$ cat src/rtl/r_ptr_empty_ctrl_pkg.sv
// r_ptr_empty_ctrl_pkg
//   Shared definitions for the read-side FIFO pointer controller.
//   PTR_W is the pointer width of the default configuration (ADDRESS_SIZE+1).
//   bin2gray / gray2bin work on a 32-bit field. Narrower values are
//   zero-extended in and truncated back out by the caller.
package r_ptr_empty_ctrl_pkg;

    localparam int ADDR_SIZE_DEFAULT = 4;
    localparam int AE_THRESH_DEFAULT = 2;
    localparam int PTR_W             = ADDR_SIZE_DEFAULT + 1;
    localparam int FN_W              = 32;

    typedef logic [PTR_W-1:0] ptr_t;

    function automatic logic [FN_W-1:0] bin2gray(input logic [FN_W-1:0] b);
        return b ^ (b >> 1);
    endfunction

    function automatic logic [FN_W-1:0] gray2bin(input logic [FN_W-1:0] g);
        logic [FN_W-1:0] b;
        b[FN_W-1] = g[FN_W-1];
        for (int i = FN_W - 2; i >= 0; i--) begin
            b[i] = b[i+1] ^ g[i];
        end
        return b;
    endfunction

endpackage

$ cat src/rtl/r_ptr_empty_ctrl_gray_to_binary.sv
// gray_to_binary
//   Purely combinational Gray-to-binary converter (XOR prefix from the MSB).
//   Ports:
//     gray  in   N   Gray-coded value
//     bin   out  N   binary equivalent
module gray_to_binary #(
    parameter int N = 5
) (
    input  logic [N-1:0] gray,
    output logic [N-1:0] bin
);

    logic acc;

    always_comb begin
        bin      = '0;
        acc      = gray[N-1];
        bin[N-1] = acc;
        for (int i = N - 2; i >= 0; i--) begin
            acc    = acc ^ gray[i];
            bin[i] = acc;
        end
    end

endmodule

$ cat src/rtl/r_ptr_empty_ctrl.sv
// r_ptr_empty_ctrl
//   Read-side pointer and empty-flag controller of an asynchronous FIFO.
//   Holds the binary read pointer, drives the RAM read address, exports the
//   Gray read pointer for the write domain, synchronises the Gray write
//   pointer into r_clk and produces a registered empty flag.
//   Optional feature: define R_ALMOST_EMPTY_EN to add the r_almost_empty
//   output (occupancy <= AE_THRESH, measured against the synchronised write
//   pointer).
//   Ports:
//     r_clk           in   1                read clock
//     rrst            in   1                synchronous active-high reset
//     r_en            in   1                read request
//     w_ptr           in   ADDRESS_SIZE+1   Gray write pointer (async)
//     r_ptr           out  ADDRESS_SIZE+1   Gray read pointer, registered
//     r_addr          out  ADDRESS_SIZE     RAM read address
//     r_empty         out  1                FIFO empty, registered
//     r_almost_empty  out  1                R_ALMOST_EMPTY_EN only
module r_ptr_empty_ctrl
    import r_ptr_empty_ctrl_pkg::*;
#(
    parameter int ADDRESS_SIZE = ADDR_SIZE_DEFAULT,
    parameter int AE_THRESH    = AE_THRESH_DEFAULT
) (
    input  logic                    r_clk,
    input  logic                    rrst,
    input  logic                    r_en,
    input  logic [ADDRESS_SIZE:0]   w_ptr,
    output logic [ADDRESS_SIZE:0]   r_ptr,
    output logic [ADDRESS_SIZE-1:0] r_addr,
    output logic                    r_empty
`ifdef R_ALMOST_EMPTY_EN
    ,
    output logic                    r_almost_empty
`endif
);

    localparam int PW = ADDRESS_SIZE + 1;

    logic [PW-1:0] r_bin_q, r_bin_d;
    logic [PW-1:0] r_ptr_q, r_ptr_d;
    logic [PW-1:0] rq1_wptr_q, rq1_wptr_d;
    logic [PW-1:0] rq2_wptr_q, rq2_wptr_d;
    logic          r_empty_q, r_empty_d;
    logic [PW-1:0] r_bnext;
    logic [PW-1:0] r_gnext;

    always_comb begin
        // A read while the (registered) flag says empty is dropped.
        r_bnext    = r_bin_q + {{(PW-1){1'b0}}, (r_en & ~r_empty_q)};
        r_gnext    = PW'(bin2gray(32'(r_bnext)));
        r_bin_d    = r_bnext;
        r_ptr_d    = r_gnext;
        rq1_wptr_d = w_ptr;
        rq2_wptr_d = rq1_wptr_q;
        // Both pointers carry the wrap bit, so equal Gray values mean empty.
        r_empty_d  = (r_gnext == rq2_wptr_q);
    end

    always_ff @(posedge r_clk) begin
        if (rrst) begin
            r_bin_q    <= '0;
            r_ptr_q    <= '0;
            rq1_wptr_q <= '0;
            rq2_wptr_q <= '0;
            r_empty_q  <= 1'b1;
        end else begin
            r_bin_q    <= r_bin_d;
            r_ptr_q    <= r_ptr_d;
            rq1_wptr_q <= rq1_wptr_d;
            rq2_wptr_q <= rq2_wptr_d;
            r_empty_q  <= r_empty_d;
        end
    end

    assign r_ptr   = r_ptr_q;
    assign r_addr  = r_bin_q[ADDRESS_SIZE-1:0];
    assign r_empty = r_empty_q;

`ifdef R_ALMOST_EMPTY_EN
    logic [PW-1:0] rq2_wbin;
    logic [PW-1:0] r_count;
    logic [31:0]   r_count_ext;
    logic          r_almost_empty_q, r_almost_empty_d;

    gray_to_binary #(
        .N (PW)
    ) u_wptr_g2b (
        .gray (rq2_wptr_q),
        .bin  (rq2_wbin)
    );

    always_comb begin
        // Occupancy as seen after this edge's read; modulo pointer range.
        r_count          = rq2_wbin - r_bnext;
        r_count_ext      = 32'(r_count);
        r_almost_empty_d = (r_count_ext <= $unsigned(AE_THRESH));
    end

    always_ff @(posedge r_clk) begin
        if (rrst) begin
            r_almost_empty_q <= 1'b1;
        end else begin
            r_almost_empty_q <= r_almost_empty_d;
        end
    end

    assign r_almost_empty = r_almost_empty_q;
`endif

endmodule

$ cat config.mk
export PLATFORM = sky130hd
export DESIGN_NAME = r_ptr_empty_ctrl
export DESIGN_NICKNAME = d
export VERILOG_FILES = /design/src/rtl/r_ptr_empty_ctrl_pkg.sv /design/src/rtl/r_ptr_empty_ctrl_gray_to_binary.sv /design/src/rtl/r_ptr_empty_ctrl.sv
export SDC_FILE = /design/constraint.sdc
export NUM_CORES = 1
export LEC_CHECK = 0
export BUFFER_PORTS_ARGS = -buffer_cell sky130_fd_sc_hd__buf_4
export CAP_MARGIN = 20
export CELL_PAD_IN_SITES_DETAIL_PLACEMENT = 2
export CELL_PAD_IN_SITES_GLOBAL_PLACEMENT = 2
export CORE_MARGIN = 2
export CORE_UTILIZATION = 35
export CTS_BUF_LIST = sky130_fd_sc_hd__clkbuf_4 sky130_fd_sc_hd__clkbuf_8
export CTS_CLUSTER_DIAMETER = 200
export DETAILED_ROUTE_END_ITERATION = 8
export PLACE_DENSITY = 0.87
export SKIP_LAST_GASP = 1
export SLEW_MARGIN = 15
export SYNTH_ARGS = -nofsm -noshare
export SYNTH_HDL_FRONTEND = slang
export SYNTH_HIERARCHICAL = 1
export SYNTH_SLANG_ARGS = --single-unit
$ cat constraint.sdc
create_clock -name r_clk -period 5.2 [get_ports r_clk]
set_clock_uncertainty 0.2 [all_clocks]
set_input_delay 1.04 -clock r_clk [delete_from_list [all_inputs] [get_ports r_clk]]
set_output_delay 1.04 -clock r_clk [all_outputs]
set_load 0.01 [all_outputs]
==> run_results.csv, run 1 <==
group,metric,value,unit
global_routing,overflow,0,
synth,syn_area_per_cell,10.47,sq um
synth,synth.area.mux_share,0,%
route,wl_per_cell,12.91,um
worst_setup_path,worstSetupEndpointType,"register",
worst_setup_path,reg2reg_slack,3160,ps
synth,synth_xor_area_share,16.50,%
sta,fmaxAchievable,396.2,MHz
global_routing,grt_max_degree,21,
floorplan,die_area,2508,sq um
clock_tree,cts_buffer_depth,2,
hold_path,min_delay_worst_endpoint,"rq2_wptr_q[2]$_SDFF_PP0_",
worst_setup_path,cp.buffers_inverters,1,
clock_tree,postCtsHoldBufs,0,
cells_and_area,fin_nets,101,
synth,synth_top_family_by_area,"simple AND/OR/NAND/NOR gates",
job,max-cap-violations,0,
cells_and_area,area_growth,23.74,%
synth,ys_ff_latch,20,
cells_and_area,post-route-util,46.40,%
synth,synth_compound_area_share,4.377,%
sta,setup_viol_count_final,0,
sta,tightestPinTransition,327.2,ps
sta,finalCritPeriodShare,48.54,%
cells_and_area,stdcell_area,919.6,sq um
floorplan,dieWidth,50.08,um
placed_design,placed_area,897.1,sq um
sta,fin_crit,2524,ps
floorplan,initial_core_util,37.50,%
worst_setup_path,critical_path.cell_chain,"buf_4 > nor2b_1 > ha_1 > ha_1 > and2b_4 > a21oi_2 > o21ai_2 > xnor2_1 > a41o_1",
synth,synthCells,71,
synth,ys_seq_area_share,53.87,%
cells_and_area,final_common_cell,"dfxtp_1",
worst_setup_path,r2r_cells,8,
route,via_per_inst,4.629,
cells_and_area,final_cell_mix,"20 x dfxtp_1, 17 x buf_4, 15 x nor2b_1",
worst_setup_path,critPathTopFamily,"compound AO/OA/AOI/OAI gates",
route,firstDrtPassIters,2,
worst_setup_path,critPathKind,"input pin to register",
global_routing,antenna_found_initial,0,
clock_tree,clock_latency,290,ps
worst_setup_path,reg2reg_to,"r_empty$_SDFF_PP1_",
clock_tree,cts_tree,"built",
floorplan,io_pins,18,
synth,synth_fa_ha_area_share,3.367,%
cells_and_area,regArea,400.4,sq um
clock_tree,cts_setup_buffers,0,
global_routing,grt_pass1_vias,569,
route,drc,0,
worst_setup_path,timing.rr.start,"r_empty$_SDFF_PP1_",
sta,slew_violations,0,
worst_setup_path,slowest_stage,"ha_1",
worst_setup_path,startpoint_type,"input pin",
hold_path,whs_path_depth,1,
synth,synth_area,743.2,sq um
power,p_per_area,287.4,nW/um^2
worst_setup_path,path_depth,9,
placed_design,port_buffers,17,
route,routed_wl,1498,um
global_routing,grt_use_total,14.39,%
floorplan,die_h,50.08,um
run_status,status,"finished, final reports clean",
sta,slew_headroom,78.11,%
placed_design,hpwl,1205,um
cells_and_area,diodes,0,
clock_tree,cts.sinks,20,
sta,rsz0062_at_grt,"false",
worst_setup_path,required,5200,ps
hold_path,min_from,"rq1_wptr_q[2]$_SDFF_PP0_",
hold_path,hold_path.class,"register to register",
cells_and_area,fillers,213,
synth,synth_nets,81,
global_routing,grt_pass1_wl,2642,um
power,p_leak,0.4037,nW
power,irDropWorstVdd,140.3,uV
clock_tree,cts.htree.levels,1,
synth,synth_cell_types,14,
worst_setup_path,arrival,2530,ps
floorplan,core_area,1982,sq um
worst_setup_path,critPathMaxFanout,4,
clock_tree,clock-root-buffer,"clkbuf_4",
sta,tns,0,ps
clock_tree,cts_buffers,3,
placed_design,gp_congestion,0.7012,
clock_tree,path_clk_slew,100,ps
worst_setup_path,cpMostUsedCell,"ha_1",
floorplan,num_rows,16,
synth,ys.warnings.count,6,
route,drtAntennaViolNets,0,
sta,hold_viol,0,
synth,synth_simple_gate_area_share,20.88,%
route,drtIter0Drc,1,
sta,fin_hold_ws,252.5,ps
cells_and_area,multi_input_area,335.3,sq um
clock_tree,cts_resized,0,
route,routed-via-count,537,
cells_and_area,drive_above_1_share,25.84,%
worst_setup_path,slowest_delay,250,ps
[stage by stage]
stage	std cells	setup WS, ps	total power (W)
2_1_floorplan	71	2576	0.0001847
3_3_place_gp	113	2397	0.0001962
3_5_place_dp	113	2337	0.0001979
4_1_cts	116	2665	0.0002695
5_1_grt	116	2550	0.0002831
6_report	116	2676	0.0002643
[how the worst max path moves through the flow]
stage | startpoint | end | slack [ps]
final | r_en | r_empty$_SDFF_PP1_ | 2680
after global routing | r_en | r_empty$_SDFF_PP1_ | 2550
after global placement | r_en | r_empty$_SDFF_PP1_ | 2400
after detailed placement | r_en | r_empty$_SDFF_PP1_ | 2340
after CTS | r_en | r_empty$_SDFF_PP1_ | 2660
after floorplan | r_en | r_empty$_SDFF_PP1_ | 2580
[routing by layer]
| layer | track usage [%] | vias to the layer above | share of wire [%] |
|---|---|---|---|
| met1 | 17.07 | 255 | 41 |
| li1 | - | 261 | - |
| met4 | 4.167 | 0 | 1.1 |
| met2 | 25.00 | 18 | 53 |
| met5 | 0 | - | 0 |
| met3 | 3.939 | 3 | 4.6 |
[cell usage after synthesis]
| library cell | instances | area share, % |
|---|---|---|
| a21oi_2 | 1 | 1.2 |
| a41o_1 | 1 | 1.3 |
| and2b_4 | 1 | 1.3 |
| clkbuf_1 | 2 | 1.0 |
| dfxtp_1 | 20 | 54 |
| ha_1 | 2 | 3.4 |
| nand2_1 | 4 | 2.0 |
| nand3_1 | 2 | 1.3 |
| nor2_1 | 7 | 3.5 |
| nor2b_1 | 15 | 13 |
| o21ai_1 | 1 | 0.67 |
| o21ai_2 | 1 | 1.2 |
| xnor2_1 | 7 | 8.2 |
| xor2_1 | 7 | 8.2 |
[report_power, final]
group	internal [W]	total [W]	switching, W
Combinational	0.0000167	0.0000302	0.0000135
Clock	0.0000270	0.0000708	0.0000438
Sequential	0.000160	0.000163	0.00000299
[area by class of cell]
| type | count | share of cell area [%] |
|---|---|---|
| clock buffers | 3 | 2.449 |
| well taps | 27 | 3.673 |
| flip-flops and latches | 20 | 43.54 |
| multi-input cells | 49 | 36.46 |
| repair buffers | 17 | 13.88 |
[sequential cells by signal, summed over array words and instances (netlist names)]
signal / flops
rq2_wptr_q: 5
r_ptr: 4
rq1_wptr_q: 5
r_bin_q: 5
r_empty: 1
[cells by family after synthesis]
kind of cell    Yosys count
xor+xnor                 14
flops                    20
simple gates             29
compound gates            4
fa+ha+maj                 2
buf+inv                   2
Power figures use the tool's default switching activity.
==> run 2, diff against run 1 <==
CORE_UTILIZATION = 30   (was 35)
PLACE_DENSITY = 0.8   (was 0.87)
clock period = 2.2 ns   (was 5.2 ns; I/O delays follow)
==> run 2 against run 1 <==
Register-to-register slack worse by 2900 ps. Critical path type is now register to register. Global-route usage down 2.7 points. Core utilization down 6.6 points. Worst hold slack worse by 120 ps.
==> run_results.csv, run 2 (synthesis gave the netlist of run 1 again) <==
group,metric,value,unit
global_routing,overflow,0,
worst_setup_path,critPathTopFamily,"compound AO/OA/AOI/OAI gates",
floorplan,dieWidth,53.78,um
cells_and_area,fillers,270,
clock_tree,cts.htree.levels,1,
power,irDropWorstVdd,357.6,uV
route,wl_per_cell,11.59,um
route,drtAntennaViolNets,0,
clock_tree,cts_tree,"built",
route,routed-via-count,547,
worst_setup_path,arrival,1980,ps
sta,hold_viol,0,
global_routing,grt_max_degree,21,
cells_and_area,regArea,400.4,sq um
clock_tree,cts.sinks,20,
worst_setup_path,cp.buffers_inverters,0,
worst_setup_path,critPathKind,"register to register",
power,p_per_area,706.4,nW/um^2
route,drc,0,
worst_setup_path,startpoint_type,"register",
cells_and_area,reg.largest.list,"r_bin_q: 5 flops, rq1_wptr_q: 5 flops, rq2_wptr_q: 5 flops",
placed_design,hpwl,1103,um
cells_and_area,multi_input_area,335.3,sq um
sta,fin_hold_ws,134.5,ps
sta,rsz0062_at_grt,"false",
power,total_power,0.0006779,W
power,p_leak,0.4272,nW
sta,slew_violations,0,
run_status,status,"finished, final reports clean",
placed_design,gp_congestion,0.6468,
worst_setup_path,slowest_stage,"dfxtp_1",
sta,setup_viol_count_final,0,
worst_setup_path,critPathMaxFanout,4,
clock_tree,cts_buffer_depth,2,
cells_and_area,fin_nets,104,
sta,finalCritPeriodShare,89.22,%
floorplan,core_area,2410,sq um
cells_and_area,drive_above_1_share,29.03,%
cells_and_area,fin_cells,123,
global_routing,grt_use_total,11.69,%
sta,tightestPinTransition,298.7,ps
floorplan,die_h,53.78,um
clock_tree,postCtsHoldBufs,0,
worst_setup_path,slowest_delay,340,ps
global_routing,grt_pass1_vias,563,
route,drtIter0Drc,1,
cells_and_area,area_growth,29.12,%
clock_tree,clock_latency,310,ps
clock_tree,clock-root-buffer,"clkbuf_4",
worst_setup_path,critical_path.cell_chain,"nor2b_1 > ha_1 > ha_1 > and2b_4 > a21oi_2 > o21ai_2 > xnor2_1 > a41o_1",
floorplan,io_pins,18,
job,max-cap-violations,0,
worst_setup_path,required,2210,ps
sta,slew_headroom,80.02,%
route,via_per_inst,4.447,
cells_and_area,diodes,0,
worst_setup_path,cpMostUsedCell,"ha_1",
placed_design,placed_area,923.4,sq um
cells_and_area,stdcell_area,959.7,sq um
placed_design,port_buffers,17,
floorplan,die_area,2892,sq um
clock_tree,cts_setup_buffers,0,
clock_tree,cts_buffers,3,
worst_setup_path,worstSetupEndpointType,"register",
floorplan,num_rows,18,
floorplan,initial_core_util,30.84,%
placed_design,dp_cells,119,
sta,fmaxAchievable,509.5,MHz
clock_tree,path_clk_slew,110,ps
hold_path,hold_path.class,"input pin to register",
clock_tree,cts_resized,0,
sta,fin_crit,1963,ps
global_routing,antenna_found_initial,0,
route,routed_wl,1426,um
route,firstDrtPassIters,3,
cells_and_area,final_cell_mix,"20 x buf_4, 20 x dfxtp_1, 15 x nor2b_1",
global_routing,grt_pass1_wl,2277,um
[run 2: layer usage]
metal	track usage [%]	routed length, um
met1	11.26	572
met2	20.73	722
met3	3.333	95
met4	8.974	36
met5	0	0
[run 2: path summary, 6_finish.rpt]
check	slack, ps	endpoint	start	depth (start not counted)
worst max-delay path	240	r_empty$_SDFF_PP1_	r_empty$_SDFF_PP1_	8
worst min-delay path	130	rq1_wptr_q[0]$_SDFF_PP0_	w_ptr[0]	2
worst max register to register	240	r_empty$_SDFF_PP1_	r_empty$_SDFF_PP1_	8
worst min register to register	250	rq2_wptr_q[2]$_SDFF_PP0_	rq1_wptr_q[2]$_SDFF_PP0_	1
[run 2: area by class of cell]
| type | instances | share of cell area, % |
|---|---|---|
| sequential | 20 | 41.72 |
| clock buffer | 4 | 3.781 |
| timing repair buffer | 20 | 15.65 |
| multi-input combinational | 49 | 34.94 |
| tap | 30 | 3.911 |
[run 2: report_power, final]
group	internal, W	switching, W
Sequential	0.000379	0.00000719
Clock	0.000101	0.000118
Combinational	0.0000401	0.0000329
Total	0.000520	0.000158
[run 2: worst register-to-register path, stage by stage (launching register included)]
cell,delay [ps]
dfxtp_1,340
nor2b_1,110
ha_1,180
ha_1,230
and2b_4,230
a21oi_2,140
o21ai_2,80
xnor2_1,130
a41o_1,230
[run 2: per-stage QoR]
step / setup TNS, ps / util, % / worst slack (ps)
after detailed placement: -14.75 / 38.32 / -14.75
after global routing: 0 / 39.82 / 121.4
after floorplan: 0 / - / 175.6
final: 0 / 39.82 / 237.1
after CTS: 0 / 39.82 / 209.5
after global placement: 0 / 38.32 / 44.30
